$ cat src/rtl/seg_scan_capture.sv
// seg_scan_capture: receiver for a multiplexed active-low 7-segment display bus.
// Synchronises and deglitches each scan step, then decodes the cathode pattern per digit.
module seg_scan_capture #(
  parameter int NDIG    = 4,
  parameter int SETTLE  = 2,
  parameter int TIMEOUT = 1000
) (
  input  logic        Clock,
  input  logic        clr,
  input  logic [6:0]  CA_in,
  input  logic [7:0]  AN_in,
  output logic [31:0] digits,
  output logic [7:0]  dvalid,
  output logic [7:0]  blank,
  output logic        frame_done,
  output logic        seg_err,
  output logic        stale
);

  localparam int          RW       = $clog2(SETTLE + 1);
  localparam int          IW       = $clog2(TIMEOUT + 1);
  localparam logic [7:0]  DIG_MASK = 8'((16'd1 << NDIG) - 16'd1);
  localparam logic [14:0] BUS_IDLE = {8'hFF, 7'h7F};

  function automatic logic [4:0] seg_decode(input logic [6:0] ca);
    logic [4:0] r;
    case (ca)
      7'b0000001: r = 5'h10;
      7'b1001111: r = 5'h11;
      7'b0010010: r = 5'h12;
      7'b0000110: r = 5'h13;
      7'b1001100: r = 5'h14;
      7'b0100100: r = 5'h15;
      7'b0100000: r = 5'h16;
      7'b0001111: r = 5'h17;
      7'b0000000: r = 5'h18;
      7'b0000100: r = 5'h19;
      7'b0001000: r = 5'h1A;
      7'b1100000: r = 5'h1B;
      7'b0110001: r = 5'h1C;
      7'b1000010: r = 5'h1D;
      7'b0110000: r = 5'h1E;
      7'b0111000: r = 5'h1F;
      default:    r = 5'h00;
    endcase
    return r;
  endfunction

  logic [14:0]   s1_q, s2_q, prev_q;
  logic [RW-1:0] run_q, run_d;
  logic [IW-1:0] idle_q, idle_d;
  logic [7:0]    seen_q, seen_d;
  logic [31:0]   digits_q, digits_d;
  logic [7:0]    dvalid_q, dvalid_d, blank_q, blank_d;
  logic          frame_q, frame_d, err_q, err_d, stale_q, stale_d;

  logic          change_s, capture_s, hit_s, onehot_s;
  logic [7:0]    an_act_s, seen_or_s;
  logic [2:0]    idx_s;
  logic [4:0]    dec_s;

  // Next-state logic: run/capture detection, digit decode, frame and idle tracking.
  always_comb begin
    change_s = (s2_q != prev_q);
    if (change_s) begin
      run_d = RW'(1);
    end else if (run_q != RW'(SETTLE)) begin
      run_d = run_q + RW'(1);
    end else begin
      run_d = run_q;
    end
    // A change can complete a run only when SETTLE is 1; otherwise the run must just reach SETTLE.
    capture_s = (run_d == RW'(SETTLE)) && (change_s || (run_q != RW'(SETTLE)));

    an_act_s = ~s2_q[14:7] & DIG_MASK;
    hit_s    = capture_s && (an_act_s != 8'd0);
    onehot_s = ((an_act_s & (an_act_s - 8'd1)) == 8'd0);
    idx_s    = 3'd0;
    for (int b = 0; b < 8; b++) begin
      idx_s = an_act_s[b] ? 3'(b) : idx_s;
    end
    dec_s     = seg_decode(s2_q[6:0]);
    seen_or_s = seen_q | (8'd1 << idx_s);

    digits_d = digits_q;
    dvalid_d = dvalid_q;
    blank_d  = blank_q;
    seen_d   = seen_q;
    frame_d  = 1'b0;
    err_d    = 1'b0;
    if (hit_s) begin
      if (onehot_s) begin
        if (dec_s[4]) begin
          digits_d[4*idx_s +: 4] = dec_s[3:0];
          dvalid_d[idx_s]        = 1'b1;
          blank_d[idx_s]         = 1'b0;
        end else if (s2_q[6:0] == 7'h7F) begin
          dvalid_d[idx_s] = 1'b1;
          blank_d[idx_s]  = 1'b1;
        end else begin
          err_d           = 1'b1;
          dvalid_d[idx_s] = 1'b0;
        end
        if ((seen_or_s & DIG_MASK) == DIG_MASK) begin
          frame_d = 1'b1;
          seen_d  = 8'd0;
        end else begin
          seen_d = seen_or_s;
        end
      end else begin
        err_d = 1'b1;
      end
    end else begin
      seen_d = seen_q;
    end

    if (hit_s) begin
      idle_d = '0;
    end else if (idle_q != IW'(TIMEOUT)) begin
      idle_d = idle_q + IW'(1);
    end else begin
      idle_d = idle_q;
    end
    stale_d = (idle_d == IW'(TIMEOUT));
  end

  // State registers with asynchronous active-low clear.
  always_ff @(posedge Clock or negedge clr) begin
    if (!clr) begin
      s1_q     <= BUS_IDLE;
      s2_q     <= BUS_IDLE;
      prev_q   <= BUS_IDLE;
      run_q    <= '0;
      idle_q   <= '0;
      seen_q   <= 8'd0;
      digits_q <= 32'd0;
      dvalid_q <= 8'd0;
      blank_q  <= 8'd0;
      frame_q  <= 1'b0;
      err_q    <= 1'b0;
      stale_q  <= 1'b0;
    end else begin
      s1_q     <= {AN_in, CA_in};
      s2_q     <= s1_q;
      prev_q   <= s2_q;
      run_q    <= run_d;
      idle_q   <= idle_d;
      seen_q   <= seen_d;
      digits_q <= digits_d;
      dvalid_q <= dvalid_d;
      blank_q  <= blank_d;
      frame_q  <= frame_d;
      err_q    <= err_d;
      stale_q  <= stale_d;
    end
  end

  assign digits     = digits_q;
  assign dvalid     = dvalid_q;
  assign blank      = blank_q;
  assign frame_done = frame_q;
  assign seg_err    = err_q;
  assign stale      = stale_q;

endmodule

$ cat config.mk
export PLATFORM = sky130hd
export DESIGN_NAME = seg_scan_capture
export DESIGN_NICKNAME = d
export VERILOG_FILES = /design/src/rtl/seg_scan_capture.sv
export SDC_FILE = /design/constraint.sdc
export NUM_CORES = 1
export LEC_CHECK = 0
export CAP_MARGIN = 20
export CORE_MARGIN = 3
export CORE_UTILIZATION = 35
export CTS_CLUSTER_SIZE = 8
export DETAILED_ROUTE_END_ITERATION = 8
export GPL_TIMING_DRIVEN = 1
export SYNTH_ARGS = -nofsm -noshare
export SYNTH_HDL_FRONTEND = slang
export SYNTH_SLANG_ARGS = --single-unit
$ cat constraint.sdc
create_clock -name Clock -period 3.6 [get_ports Clock]
set_input_delay 0.72 -clock Clock [delete_from_list [all_inputs] [get_ports Clock]]
set_output_delay 0.72 -clock Clock [all_outputs]
set_load 0.03 [all_outputs]
== After elaboration in Yosys (flattened, before gate mapping) ==
Index checks and enable logic that the tools add are counted.

* Register bits: 116
* Bits of input ports: 17
* Output and inout bits: 51
* Word-level logic and storage cells: 85

* $add $sub $neg: 4
* Order comparisons: 2
* Equal/unequal tests: 22
* Shift-type cells: 3
* Mux-type cells: 23
* Bitwise logic cells: 8
* Reductions and logical operators: 11

{| class="wikitable"
|+ Operators by type and width
! kind !! number
|-
| $pmux W5 S16 || 1
|-
| $mux W8 || 5
|-
| $eq A7 B6 Y1 const B || 5
|-
| $eq A7 B7 Y1 const B || 5
|-
| $neg A4 Y34 || 1
|-
| $shift A4 B34 Y32 const A || 1
|-
| $shiftx A4 B34 Y32 || 1
|-
| $bwmux W32 || 1
|-
| $or A8 B8 Y8 || 3
|-
| $mux W10 || 2
|-
| $and A8 B8 Y8 || 2
|-
| $ne A15 B15 Y1 || 1
|-
| $eq A7 B3 Y1 const B || 2
|-
| $eq A7 B4 Y1 const B || 2
|-
| $add A10 B1 Y10 const B || 1
|-
| $eq A10 B10 Y1 const B || 1
|-
| $ne A10 B10 Y1 const B || 1
|-
| $mux W1 || 9
|-
| $and A4 B8 Y8 || 1
|-
| $logic_not A8 Y1 || 1
|-
| $mux W2 || 4
|-
| $not A8 Y8 || 1
|-
| $reduce_bool A8 Y1 || 1
|-
| $shl A1 B2 Y8 const A || 1
|-
| 17 further kinds || 20
|}

== Longest topological paths before layout ==
* Depth after elaboration: 12
* Mapped depth: 9

== Worst setup path after synthesis ==
OpenSTA, ideal clock, no wires.

* Path type: register to register
* Start: register s2_q[9]
* End: register digits_q[16] (netlist: digits[16])
* Setup time: 0.125 ns
* Arrival time: 2.219 ns
* Required time: 3.475 ns
* Path slack: 1.256 ns
* Cell stages (with the launch flop): 8
* Path buffers: 0
* Cells stage by stage: dfstp_2 -> inv_1 -> o21ai_1 -> inv_1 -> ha_1 -> nor2b_1 -> nand4_1 -> mux2_2

* Cells in the longest elaborated chain, start to end: 6
* Elaborated cells on any way between the ends: 18
* Classes of those cells: add/sub: 2; eq/ne: 2; shift: 2; mux: 4; bitwise: 2; reduce/logical: 6

{| class="wikitable"
|+ RTL lines
! item !! line !! source
|-
| start, declared || 49 || <nowiki>logic [14:0] s1_q, s2_q, prev_q;</nowiki>
|-
| start signal, assigned || 144 || <nowiki>s2_q <= s1_q;</nowiki>
|-
| $not A4 Y4 / $ne A15 B15 Y1 (equally long branches) || 75, 64 ||
|-
| $mux W2, on equally long branches || 80, 65 ||
|-
| $mux W2 / $eq A2 B2 Y1 (equally long branches) || 80, 73 ||
|-
| $neg A4 Y34 / $logic_and A1 B1 Y1 (equally long branches) || 94, 73 ||
|-
| $shiftx A4 B34 Y32, or another cell as far along || 94 || <nowiki>digits_d[4*idx_s +: 4] = dec_s[3:0];</nowiki>
|-
| $bwmux W32 / $reduce_and A3 Y1 (equally long branches) || - ||
|-
| end signal, assigned || 149 || <nowiki>digits_q <= digits_d;</nowiki>
|-
| end, declared || 53 || <nowiki>logic [31:0] digits_q, digits_d;</nowiki>
|}

Parallel ways exist; a longest one is shown, timed or not.
A chain may end at the register's enable or synchronous reset.

== Worst setup path after layout ==
* Start: register s2_q[4]
* End: register digits_q[17] (netlist: digits[17])

* Cells in the longest elaborated chain, start to end: 6
* Elaborated cells on any way between the ends: 26
* Classes of those cells: eq/ne: 17; shift: 1; mux: 3; reduce/logical: 5

{| class="wikitable"
|+ RTL lines
! item
|-
| branches (longest 6 deep; another with $shiftx A4 B34 Y32)
|}

Several ways; the timed one is not identified.

==> summary.md <==
| Metric | Value |
|---|---|
| Required arrival time at the worst endpoint | `3.83 ns` |
| Maximum single-stage delay on the critical path | `0.66 ns` |
| Area leader, netlist | `sky130_fd_sc_hd__dfrtp_1` |
| Floorplan die height | `around 120 microns` |
| Via count of the first global-routing pass | `2841` |
| Worst Path Class, Setup | `reg2reg` |
| Max capacitance violation total | `0` |
| Synthesized cell area | `0.004497 sq mm` |
| Post-Syn Instances | `about 360` |
| Worst Hold Path Cells | `0` |
| Final Critical Period | `2.872 ns` |
| Worst-case vdd ir drop | `approximately 360 uV` |
| Slack of the worst reg-to-reg path | `0.73 ns` |
| Portion of netlist area occupied by mux cells | `0.06511` |
| Compound-Gate Fraction of Synth Area | `0.06594` |
| Worst max-slew margin expressed relative to the limit | `0.4359` |
| Setup crit start kind | `flop` |
| GRT Overall Usage | `0.1225` |
| Net count of the finished layout | `439` |
| Inserted Clock Buffers | `9` |
| Final setup margin | `roughly 0.73 ns` |
| CTS tree | `yes` |
| Hold buffers post-CTS | `0` |
| Filler Cell Count | `around 1100` |
| Antenna fix cells | `0` |
| Average routed wire per standard cell | `between 10 and 15 microns` |
| Area of the multi-input gates | `0.001647 sq mm` |
| Register Area | `around 0.0027 sq mm` |
| Placement row count | `40` |
| Clock Sink Count | `104` |
| Placed Cells | `567` |
| Status | `finished clean` |
| R2R cell count | `7` |
| Fin. max-slew vios | `0` |
| Cell breakdown of the critical path | `xor2_1 -> nor4_2 -> nand4_2 -> nor4b_4 -> buf_4 -> nand4_1 -> mux2_2` |
| Area share of the largest cell type after synthesis | `0.3283` |
| Total power per unit cell area | `445.5 mW/mm^2` |
| Drt via density | `4.770` |
| Routed Antenna Nets | `0` |
| I/O pin count | `68` |
| Simple-Gate Fraction of Synth Area | `0.1464` |
| Crit Reg-Reg Startpoint | `s2_q[4]` |
| Clock tree skew after final layout | `0.007813 ns` |
| Pre-CTS worst setup slack | `0.7319 ns` |
| Die Footprint | `0.01424 sq mm` |
| Main combinational cell family by area after synthesis | `simple AND/OR/NAND/NOR gates` |
| Worst Hold Slack | `between 0.3 and 0.4 ns` |
| Capture endpoint of the worst hold path | `s2_q[3]` |
| Clock latency on the worst-skew pair | `between 0.3 and 0.4 ns` |
| Initial Util | `0.3667` |
| DRC errors left | `0` |
| Start point of the worst min-delay path | `s1_q[3]` |
| CP max-delay cell | `sky130_fd_sc_hd__dfstp_2` |
| Post-synthesis register bit count | `about 100` |
| Post-synth cell types | `55` |
| Sequential cell area fraction in the yosys report | `0.5913` |
| Fraction of layout cells with a size suffix above 1 | `0.2386` |
| Maximum clock path buffer count | `2` |
| Hold violation count in the final report | `0` |
| Cell at the root of the clock tree | `sky130_fd_sc_hd__clkbuf_16` |
| Starting DRC count in detailed routing | `roughly 140` |
| Antenna violations before repair | `0` |
| Number of resized instances in the post-cts repair step | `0` |
| Half-perimeter wire length after detailed placement | `5831 microns` |
| Final weighted congestion in routability-driven placement | `between 0.7 and 0.8` |
| Area added between synthesis and finish | `21.84%` |
| Buffers inserted during post-CTS setup optimization | `0` |
| Final period util | `0.7978` |
| Number of standard cells in the final layout excluding fillers | `approximately 580` |
| Final number of setup-violating endpoints | `0` |
| Synth warn | `0` |
| Overall via count from detail_route | `2781` |
| Pin count of the biggest net entering global routing | `between 70 and 80` |
| Least-Margin Pin Slew | `0.8462 ns` |
| Max Fclk | `0.3482 GHz` |
| First-pass GRT wire length | `13990 microns` |
| Top cells by area, synth | `sky130_fd_sc_hd__dfrtp_1 33%, sky130_fd_sc_hd__dfstp_2 26%, sky130_fd_sc_hd__mux2_2 4.5%, sky130_fd_sc_hd__ha_1 3.3%, sky130_fd_sc_hd__xor2_1 3.3%` |
| Synth Area per Inst | `12.46 sq um` |
| Setup repair after global routing missed its margin | `false` |
| Die outline width | `119.4 microns` |
| Post-synthesis share of cell area spent on full adders, half adders and majority gates | `0.03339` |
| Largest fanout on the critical path | `12` |
| IO buf count | `59` |
| Sort of element at the end of the critical path | `flop` |
| XOR/XNOR Fraction of Synth Area | `0.04869` |
| Final wirelength | `8249 microns` |
| Critical register-to-register path endpoint | `digits[17]` |
| Fin Setup TNS | `0 ns` |
| Clock-pin slew on the worst setup and hold paths | `0.07 ns` |
| Overflow after GRT | `0` |
| Floorplan core area | `0.01226 sq mm` |
| Number of iterations in the first detailed-routing pass | `4` |
| Static Leak | `0.002374 uW` |
| Arrival @ worst endpoint | `3.10 ns` |
| Worst hold-check path type | `reg2reg` |
| # H-tree levels | `3` |
## how the worst max path moves through the flow
| stage | start | slack (ns) | end |
|---|---|---|---|
| after floorplan | s2_q[9] | 1.26 | digits[16] |
| after global placement | s2_q[6] | 0.79 | digits[17] |
| after detailed placement | s2_q[4] | 0.73 | digits[17] |
| after CTS | s2_q[4] | 0.71 | digits[17] |
| after global routing | s2_q[6] | 0.50 | digits[19] |
| final | s2_q[4] | 0.73 | digits[17] |
## report_power, final
group	switching [uW]	internal [uW]
clock network	432	519
registers	68.4	1240
logic	103	78.7
total	603	1840
## layout make-up
cell class | count | area share
clock buffers | 11 | 0.04613
repair buffers | 64 | 0.1142
multi-input cells | 221 | 0.3005
inverters | 10 | 0.006851
well taps | 168 | 0.03837
flip-flops and latches | 104 | 0.4853
clock inverters | 5 | 0.008678
## sequential cells by signal (all words and copies together), names as in the netlist, named ones only
register	flops
digits	32
prev_q	15
s1_q	15
s2_q	15
idle_q	10
seen_q	4
run_q	2
frame_done	1
seg_err	1
stale	1
## through the flow
stage          utilization  total power [uW]  instance area (sq um)
4_1_cts             0.4468              2482                   5479
2_1_floorplan            -              1445                   4523
6_report            0.4468              2441                   5479
3_3_place_gp        0.4223              1508                   5179
3_5_place_dp        0.4223              1512                   5179
5_1_grt             0.4468              2564                   5479
## kinds of logic (layout without fill, tap and decap cells)
group / after synthesis / count (layout)
compound gates: 38 / 38
xor+xnor: 25 / 25
fa+ha+maj: 12 / 12
buf+inv: 43 / 90
flops: 104 / 104
mux: 26 / 26
other cells: 1 / 8
simple gates: 112 / 112
## routing by layer
metal / vias to the layer above / share of wire / track usage
met5: - / 0 / 0
met2: 66 / 0.47 / 0.1918
met4: 0 / 0.015 / 0.04581
met3: 13 / 0.053 / 0.04036
li1: 1316 / - / -
met1: 1386 / 0.47 / 0.1583
## synthesized netlist by cell type, drive strengths merged
master / count
mux2i: 3
clkbuf: 16
nand3: 17
ha: 12
buf: 17
nor3: 13
a2111oi: 1
or2: 2
a21oi: 2
o21ai: 7
xnor2: 8
o41ai: 1
o211a: 6
nand4b: 2
nor3b: 2
nand2b: 1
inv: 10
a31oi: 4
dfrtp: 59
nor4bb: 1
xor2: 17
o2111ai: 1
o21a: 4
o211ai: 1
nor2b: 2
nand3b: 3
nand4: 3
and2: 5
nor2: 38
or3b: 1
dfstp: 45
a211oi: 2
a21o: 1
nor4b: 2
nor4: 3
conb: 1
a2bb2oi: 4
nand2: 9
o31a: 1
mux2: 23
o22ai: 3
and4b: 2
or3: 6
## cell usage in the layout (no fill, tap or decap), types with 4 or more instances in the layout
cell type / n
sky130_fd_sc_hd__nor2_1: 38
sky130_fd_sc_hd__or3_1: 5
sky130_fd_sc_hd__nand3_1: 13
sky130_fd_sc_hd__dfrtp_1: 59
sky130_fd_sc_hd__nand3_4: 4
sky130_fd_sc_hd__xor2_1: 17
sky130_fd_sc_hd__nor3_1: 13
sky130_fd_sc_hd__o21ai_0: 4
sky130_fd_sc_hd__clkbuf_16: 9
sky130_fd_sc_hd__nand2_1: 9
sky130_fd_sc_hd__mux2_2: 18
sky130_fd_sc_hd__o211a_1: 6
sky130_fd_sc_hd__xnor2_1: 8
sky130_fd_sc_hd__ha_1: 12
sky130_fd_sc_hd__clkdlybuf4s50_1: 58
sky130_fd_sc_hd__a31oi_1: 4
sky130_fd_sc_hd__mux2_1: 4
sky130_fd_sc_hd__inv_1: 10
sky130_fd_sc_hd__buf_4: 6
sky130_fd_sc_hd__conb_1: 8
sky130_fd_sc_hd__o21a_1: 4
sky130_fd_sc_hd__a2bb2oi_1: 4
sky130_fd_sc_hd__dfstp_2: 45
## critical path: cells and delay by family, from the launching register on
| kind | cells | cell delay, ns |
|---|---|---|
| xor gates and xnor gates | 1 | 0.12 |
| buffers and inverters | 1 | 0.27 |
| DFF | 1 | 0.66 |
| muxes | 1 | 0.36 |
| and+or+nand+nor | 4 | 1.34 |
(Power assumes the default switching activity.)
